## src/rtl/fm_cmn_pkg.sv

```systemverilog
// Shared definitions for the fm_cmn FIFO blocks: output-buffer depth, occupancy
// encoding of the head/skid pair, and a constant-foldable log2 helper.
package fm_cmn_pkg;

   localparam int BUF_DEPTH = 2;

   localparam logic [1:0] OUT_EMPTY = 2'd0;
   localparam logic [1:0] OUT_ONE   = 2'd1;
   localparam logic [1:0] OUT_TWO   = 2'd2;

   // Bits needed to hold values 0 .. value-1.
   function automatic int clog2(input int value);
      int res;
      res = 0;
      for (int v = value - 1; v > 0; v = v >> 1) begin
         res++;
      end
      return res;
   endfunction

endpackage

```

## src/rtl/fm_cmn_bram_00.sv

```systemverilog
// Simple dual-port RAM: synchronous write port, read port with a registered
// address so dpo follows dpra by one cycle and reflects a write at the same edge.
module fm_cmn_bram_00 #(
   parameter int P_WIDTH = 32,
   parameter int P_RANGE = 4,
   parameter int P_DEPTH = 1 << P_RANGE
) (
   input  logic               clk,
   input  logic               we,
   input  logic [P_RANGE-1:0] a,
   input  logic [P_WIDTH-1:0] di,
   input  logic [P_RANGE-1:0] dpra,
   output logic [P_WIDTH-1:0] dpo
);

   logic [P_WIDTH-1:0] mem_q [P_DEPTH];
   logic [P_RANGE-1:0] dpra_q;

   // NOTE: the array and its read address carry no reset so the storage maps onto
   // block RAM; the controller never presents data it has not fetched.
   always_ff @(posedge clk) begin
      if (we) begin
         mem_q[a] <= di;
      end
      dpra_q <= dpra;
   end

   assign dpo = mem_q[dpra_q];

endmodule

```

## src/rtl/fm_cmn_bfifo_00.sv

```systemverilog
// First-word-fall-through FIFO over fm_cmn_bram_00 with a 2-entry head/skid buffer
// hiding the RAM read latency. Optional sticky protocol check: FM_CMN_BFIFO_ERR_CHK_EN.
module fm_cmn_bfifo_00
   import fm_cmn_pkg::*;
#(
   parameter int P_WIDTH = 32,
   parameter int P_RANGE = 4,
   parameter int P_DEPTH = 1 << P_RANGE
) (
   input  logic               clk,
   input  logic               rst,
   input  logic               i_wstr,
   input  logic [P_WIDTH-1:0] i_wdata,
   output logic               o_wack,
   output logic               o_rstr,
   output logic [P_WIDTH-1:0] o_rdata,
   input  logic               i_rack,
   output logic [P_RANGE+1:0] o_cnt,
   output logic               o_err
);

   localparam int CNT_W = clog2(P_DEPTH + 3);

   logic [P_RANGE-1:0] wr_ptr_q, wr_ptr_d;
   logic [P_RANGE-1:0] rd_ptr_q, rd_ptr_d;
   logic [P_RANGE:0]   ram_cnt_q, ram_cnt_d;
   logic [1:0]         out_cnt_q, out_cnt_d;
   logic               inflight_q, inflight_d;
   logic [P_WIDTH-1:0] head_q, head_d;
   logic [P_WIDTH-1:0] skid_q, skid_d;
   logic [CNT_W-1:0]   cnt_q, cnt_d;

   logic               ram_full;
   logic               push;
   logic               pop;
   logic               fetch;
   logic [2:0]         occ_after_pop;
   logic [1:0]         avail;
   logic [P_WIDTH-1:0] dpo;

   fm_cmn_bram_00 #(
      .P_WIDTH (P_WIDTH),
      .P_RANGE (P_RANGE),
      .P_DEPTH (P_DEPTH)
   ) u_bram (
      .clk  (clk),
      .we   (push),
      .a    (wr_ptr_q),
      .di   (i_wdata),
      .dpra (rd_ptr_q),
      .dpo  (dpo)
   );

   assign ram_full = (ram_cnt_q == (P_RANGE+1)'(P_DEPTH));
   assign o_wack   = ~ram_full;
   assign o_rstr   = (out_cnt_q != OUT_EMPTY);
   assign push     = i_wstr & o_wack;
   assign pop      = o_rstr & i_rack;

   // Buffer occupancy once this cycle's pop leaves and any in-flight word lands;
   // a new fetch is only issued if its data is guaranteed a slot next cycle.
   assign occ_after_pop = {1'b0, out_cnt_q} + {2'b00, inflight_q} - {2'b00, pop};
   assign fetch         = (ram_cnt_q != '0) && (occ_after_pop < 3'(BUF_DEPTH));
   assign avail         = out_cnt_q - {1'b0, pop};

   // NOTE: every variable gets a default at the top of always_comb so no path
   // leaves one unassigned and no latch is inferred.
   always_comb begin
      wr_ptr_d   = wr_ptr_q + P_RANGE'(push);
      rd_ptr_d   = rd_ptr_q + P_RANGE'(fetch);
      ram_cnt_d  = ram_cnt_q + (P_RANGE+1)'(push) - (P_RANGE+1)'(fetch);
      cnt_d      = cnt_q + CNT_W'(push) - CNT_W'(pop);
      inflight_d = fetch;
      out_cnt_d  = occ_after_pop[1:0];
      head_d     = head_q;
      skid_d     = skid_q;

      if (pop && (out_cnt_q == OUT_TWO)) begin
         head_d = skid_q;
      end
      // Arriving RAM data fills the head when it is free after the pop, else the skid.
      if (inflight_q) begin
         if (avail == OUT_EMPTY) begin
            head_d = dpo;
         end else begin
            skid_d = dpo;
         end
      end
   end

   // NOTE: sequential state uses non-blocking assignments only, so every register
   // samples the pre-edge values regardless of statement order.
   always_ff @(posedge clk) begin
      if (rst) begin
         wr_ptr_q   <= '0;
         rd_ptr_q   <= '0;
         ram_cnt_q  <= '0;
         out_cnt_q  <= OUT_EMPTY;
         inflight_q <= 1'b0;
         head_q     <= '0;
         skid_q     <= '0;
         cnt_q      <= '0;
      end else begin
         wr_ptr_q   <= wr_ptr_d;
         rd_ptr_q   <= rd_ptr_d;
         ram_cnt_q  <= ram_cnt_d;
         out_cnt_q  <= out_cnt_d;
         inflight_q <= inflight_d;
         head_q     <= head_d;
         skid_q     <= skid_d;
         cnt_q      <= cnt_d;
      end
   end

   assign o_rdata = head_q;
   assign o_cnt   = (P_RANGE+2)'(cnt_q);

`ifdef FM_CMN_BFIFO_ERR_CHK_EN
   logic err_q, err_d;

   // Overflow attempt (strobe while full) or underflow attempt (ack while empty).
   always_comb begin
      err_d = err_q | (i_wstr & ~o_wack) | (i_rack & ~o_rstr);
   end

   always_ff @(posedge clk) begin
      if (rst) begin
         err_q <= 1'b0;
      end else begin
         err_q <= err_d;
      end
   end

   assign o_err = err_q;
`else
   assign o_err = 1'b0;
`endif

endmodule

```

## config.mk

```make
export PLATFORM = sky130hd
export DESIGN_NAME = fm_cmn_bfifo_00
export DESIGN_NICKNAME = d
export VERILOG_FILES = /design/src/rtl/fm_cmn_pkg.sv /design/src/rtl/fm_cmn_bram_00.sv /design/src/rtl/fm_cmn_bfifo_00.sv
export SDC_FILE = /design/constraint.sdc
export NUM_CORES = 1
export LEC_CHECK = 0
export BUFFER_PORTS_ARGS = -buffer_cell sky130_fd_sc_hd__buf_4
export CAP_MARGIN = 10
export CORE_ASPECT_RATIO = 0.6
export CORE_UTILIZATION = 50
export DETAILED_ROUTE_END_ITERATION = 16
export GPL_ROUTABILITY_DRIVEN = 0
export GPL_TIMING_DRIVEN = 1
export PLACE_DENSITY = 0.67
export SYNTH_ARGS = -nofsm -noshare
export SYNTH_HDL_FRONTEND = slang
export SYNTH_HIERARCHICAL = 1
export SYNTH_SLANG_ARGS = --single-unit
export TNS_END_PERCENT = 5
```

## constraint.sdc

```tcl
create_clock -name clk -period 5.55 [get_ports clk]
set_input_delay 1.11 -clock clk [delete_from_list [all_inputs] [get_ports clk]]
set_output_delay 1.11 -clock clk [all_outputs]
set_load 0.02 [all_outputs]
```

Word-level counts from Yosys, hierarchy flattened --
Memory sizes are Yosys's and may differ from the RTL's. A register that Yosys moved wholly into a read port is not among the register bits. Cells that the tools add are included.
Storage, ports and cells: register bits 85, memories 1, output and inout port bits 41, word-level logic and storage cells 36, input bits 36, RAM bits 512
Cells by class: bitwise gates (word level) 4, reductions and logical operators 6, mux-type cells 5, equality and inequality tests 2, add/subtract/negate cells 9, magnitude comparators 1
Memory list:
- u_bram.mem_q | depth 16, width 32, read ports 1, clocked after Yosys merged registers in 1, wr ports 1, RTL line fm_cmn_bram_00.sv:16 | logic [P_WIDTH-1:0] mem_q [P_DEPTH];
Operators by type and width (count):
- $mux 32 | 3
- $add 5x1->5 | 2
- $sub 5x1->5 | 2
- $add 4x1->4 | 2
- $eq 5x5->1 const B | 1
- $reduce_bool 5->1 | 1
- $add 2x1->3 | 1
- $lt 3x2->1 const B | 1
- $sub 3x1->3 | 1
- $and 1x1->1 | 2
- $eq 2x2->1 const B | 1
- $logic_and 1x1->1 | 2
- $logic_not 2->1 | 1
- $mux 1 | 2
- $not 1->1 | 2
- $reduce_and 2->1 | 1
- $reduce_bool 2->1 | 1
- $sub 2x1->2 | 1

Logic depth before layout (Yosys ltp) --
depth in word-level cells 6, gate-level depth with buffers 16, depth with buffers taken out 16

By module --
Netlist, hierarchy kept.
By module, submodules not included:
- fm_cmn_bram_00 | cells an instance 810, times used 1, sequential area each 15454.8 µm², area each 19293.5 µm²
- fm_cmn_bfifo_00 | cells an instance 450, times used 1, sequential area each 1701.6 µm², area each 4242.8 µm²

Worst setup path after synthesis --
No wires, ideal clock.
path kind in2reg, start point input port i_wstr, end point memory u_bram.mem_q[0][0] (enable), path buffers 0, arrival time 3.990 ns, setup time 0.461 ns, setup slack 1.099 ns, stages on the path 3, required time 5.089 ns, cell sequence and2_1 > or3b_2 > nor3_1
Between the ends: longest elaborated chain between the ends 3
RTL lines:
- start: declaration | RTL line fm_cmn_bfifo_00.sv:12 | input logic i_wstr,
- $and 1x1->1 | RTL line fm_cmn_bfifo_00.sv:57 | assign push = i_wstr & o_wack;
- $mux 1 | RTL line fm_cmn_bram_00.sv:22 | if (we) begin
- $mux 1 (not written as such) | RTL line fm_cmn_bram_00.sv:23 | mem_q[a] <= di;
- end: declaration | RTL line fm_cmn_bram_00.sv:16
Every way passes these cells.

Worst setup path in the final report --
start point register out_cnt_q[1], end point register ram_cnt_q[4]
Between the ends: longest elaborated chain between the ends 6, elaborated cells between the ends (all ways) 7, classes of those cells add/sub: 3; order compare: 1; bitwise: 1; reduce/logical: 2
RTL lines:
- start: declaration | RTL line fm_cmn_bfifo_00.sv:27 | logic [1:0] out_cnt_q, out_cnt_d;
- start signal: assignment | RTL line fm_cmn_bfifo_00.sv:107 | out_cnt_q <= out_cnt_d;
- parallel branches: the longest is 2 deep, another holds $add 2x1->3
- $sub 3x1->3 (*) | RTL line fm_cmn_bfifo_00.sv:62 | assign occ_after_pop = {1'b0, out_cnt_q} + {2'b00, inflight_q} - {2'b00, pop};
- $lt 3x2->1 (*) | RTL line fm_cmn_bfifo_00.sv:63 | assign fetch = (ram_cnt_q != '0) && (occ_after_pop < 3'(BUF_DEPTH));
- $logic_and 1x1->1 (*) | RTL line fm_cmn_bfifo_00.sv:63
- named net fetch | RTL line fm_cmn_bfifo_00.sv:36 | logic fetch;
- $sub 5x1->5 (*) | RTL line fm_cmn_bfifo_00.sv:71 | ram_cnt_d = ram_cnt_q + (P_RANGE+1)'(push) - (P_RANGE+1)'(fetch);
- end signal: assignment | RTL line fm_cmn_bfifo_00.sv:106 | ram_cnt_q <= ram_cnt_d;
- end: declaration | RTL line fm_cmn_bfifo_00.sv:26 | logic [P_RANGE:0] ram_cnt_q, ram_cnt_d;
Mark *: on every way through the listed nets, which the timed path passes. A chain may end at the register's enable or synchronous reset.

==> results.tsv <==
metric	value	unit
result_of_the_run	finished, final reports clean	
wl_per_cell	25.85	um
hold_viol_final	0	
cts_tree	yes	
drt-initial-drc-count	1087	
yosys.area_share.simple	5.476	%
drive_above_1_share	26.96	%
grt_first_pass_wirelength	77990	um
grt_antenna_before_repair	2	
ys_seq_area_share	72.89	%
hold-worst-slack	356.4	ps
synth_largest_area_cell	edfxtp_1	
crit_required	6050	ps
synth.mux.area_fraction	13.66	%
first_pass_iters	5	
crit_type	reg2reg	
placementRows	61	
synth-xor-area-share	0.3721	%
areaGrowthSynthToFinish	12.98	%
worst_reg2reg_path_depth	16	
first_global_vias	12178	
cts.sinks	601	
cts-root-to-sink-buffers	3	
maxClockFrequency	0.2828	GHz
min-delay-start	rd_ptr_q[0]	
post_synth_most_frequent_cells	512 x edfxtp_1, 128 x mux4_2, 99 x nand2_1	
hold_path_class	reg2reg	
die_y	170.1	um
worst_slew_pin_slew	1116	ps
slew_headroom	25.40	%
dieArea	0.04797	mm^2
drt-total-wl	51980	um
arrival	4040	ps
core_area	0.04640	mm^2
largest_net_degree_at_the_start_of_global_routing	78	
cellPowerDensity	446.8	mW/mm^2
min_period	3537	ps
switchingPower	0.003300	W
avg_inst_size_synth	18.68	um^2
timing.rr.end	ram_cnt_q[4]	
count_of_buffers_inserted_at_the_top_level_ports	74	
grt_usage	22.28	%
clockPowerShare	31.0	%
cts-root-buf	clkbuf_16	
synth_ff_type	edfxtp_1	
maxCapViolations	0	
clock_pin_slew_worst_setup_and_hold_paths	60	ps
drc	0	
post_synth_edffs	512	
crit_start	out_cnt_q[1]	
yosysWarnings	6	
initial_util	50.72	%
holdBufCountCts	0	
cts.repair.resized	0	
grt_setup_unrepaired	false	
synth.ff_latch_count	601	
ys_top_cells_by_area	edfxtp_1 65%, mux4_2 12%, dfxtp_1 7.6%	
internal_power	0.008581	W
layout.nets	1397	
netlist_instances	1260	
synth_top_family_by_area	multiplexers	
vias	11988	
htree_depth	2	
period_share	63.72	%
yosys.cell_count.top_type	edfxtp_1	
critPathMaxFanout	7	
setup_viol	0	
slew_violations	0	
p_leak	8.421	nW
final_antenna_net_count	0	
synth.cell_area	0.02354	mm^2
detailedPlacementHpwl	28300	um
share_comb_of_total_power	23.2	%
post-cts-setup-buffer-count	0	
grt_remaining_overflow	0	
filler_cell_count	3491	
setup.worst_path.start_class	flop	
synth_top_area_share	65.32	%
r2r_start	out_cnt_q[1]	
insertion_delay	580	ps
peakVddDrop	0.3714	mV
holdPathStages	0	
route.detailed.vias_per_inst	5.961	
end_kind	flop	
fin_skew	22.41	ps
regToRegSetupSlack	2010	ps
final.setup.tns	0	ps
die_x	282.1	um
switching_share	27.77	%
cts_inserted_buffers	53	
post_synth_num_cell_types	40	
ys_async_sr_fraction	0	%
synth_compound_gate_area_share	4.418	%
synthAdderAreaFrac	1.106	%
boundaryPins	77	
seq_power_share	45.8	%
-- critical path: stages (launching register included) --
cell and delay [ps]:
dfxtp_1 390, or2_2 340, nand2_1 120, xnor2_1 150, ha_1 170, inv_1 50, fa_1 390, xnor2_1 170
o211a_1 220, ha_1 240, inv_1 60, ha_1 150, inv_1 50, fa_1 390, nand2b_1 170, a2111o_1 360
o21ai_0 70
-- state kept, by name (all words and copies together) (netlist names), named ones only --
name          cells
skid_q           32
cnt_q             5
inflight_q        1
o_rdata          32
out_cnt_q         2
ram_cnt_q         5
u_bram/mem_q    512
wr_ptr_q          4
rd_ptr_q          4
-- per-layer routing --
layer / GRT usage [%] / up-vias / part of all wire, % / wire (um)
met5: 0 / - / 0.027 / 14
met4: 5.198 / 2 / 1.8 / 923
met3: 3.775 / 64 / 6.6 / 3440
met2: 34.23 / 410 / 46 / 24160
met1: 33.43 / 6355 / 45 / 23450
li1: - / 5157 / - / -
-- per-stage QoR --
| stage | utilization [%] | area, um^2 | worst slack (ps) | total power, W | std cells |
|---|---|---|---|---|---|
| final | 57.30 | 26590 | 2013 | 0.01188 | 2011 |
| after global routing | 57.30 | 26590 | 1796 | 0.01239 | 2010 |
| after CTS | 57.30 | 26590 | 1996 | 0.01198 | 2010 |
| after detailed placement | 53.60 | 24870 | 1496 | 0.008312 | 1917 |
| after global placement | 53.60 | 24870 | 1594 | 0.008254 | 1917 |
| after floorplan | - | 23540 | 1099 | 0.007522 | 1261 |
-- placed cells by master, fill, tap and decap left out, types with 7 or more instances in the layout --
cell type and count:
a22oi_1 64, edfxtp_1 512, nand2_1 99, nor2_4 13, dfxtp_1 87, buf_4 105
clkinv_2 9, clkinv_1 7, inv_1 15, nand2b_1 72, clkbuf_1 10, mux4_2 128
mux2i_1 32, ha_1 16, a311oi_2 30, nor3_1 32, nor2b_1 10, nor2_1 15
clkbuf_16 55
-- cells by family after synthesis --
logic type | after synthesis
DFF | 601
other | 1
and+or+nand+nor | 263
xor gates and xnor gates | 10
adders and majority gates | 19
muxes | 161
buffers and inverters | 96
AOI/OAI and AO/OA | 109
-- cell type report --
cell class / instances / area, um^2 / share of cell area [%]
Clock buffer: 66 / 1428 / 5.369
Multi-Input combinational cell: 564 / 6036 / 22.70
Tap cell: 630 / 788.3 / 2.964
Inverter: 15 / 56.30 / 0.2117
Antenna cell: 1 / 2.502 / 0.009410
Sequential cell: 601 / 17160 / 64.55
Timing Repair Buffer: 107 / 828.3 / 3.115
Clock inverter: 27 / 289.0 / 1.087
-- power by group through the flow --
| stage | sequential, W | combinational (W) | clock [W] |
|---|---|---|---|
| finish | 0.00544 | 0.00276 | 0.00368 |
| global route | 0.00548 | 0.00299 | 0.00391 |
| CTS | 0.00545 | 0.00278 | 0.00374 |
| detailed placement | 0.00554 | 0.00277 | 0 |
| global placement | 0.00553 | 0.00272 | 0 |
| floorplan | 0.00548 | 0.00205 | 0 |
-- worst max path at each step --
stage	slack, ps	endpoint	depth (start not counted)
after CTS	2000	ram_cnt_q[4]	16
after floorplan	1100	u_bram/mem_q[0][0]	3
after global placement	1590	ram_cnt_q[4]	16
final	2010	ram_cnt_q[4]	16
after detailed placement	1500	ram_cnt_q[4]	16
after global routing	1800	ram_cnt_q[4]	16
Note: power is estimated with default switching activity, not from simulation.
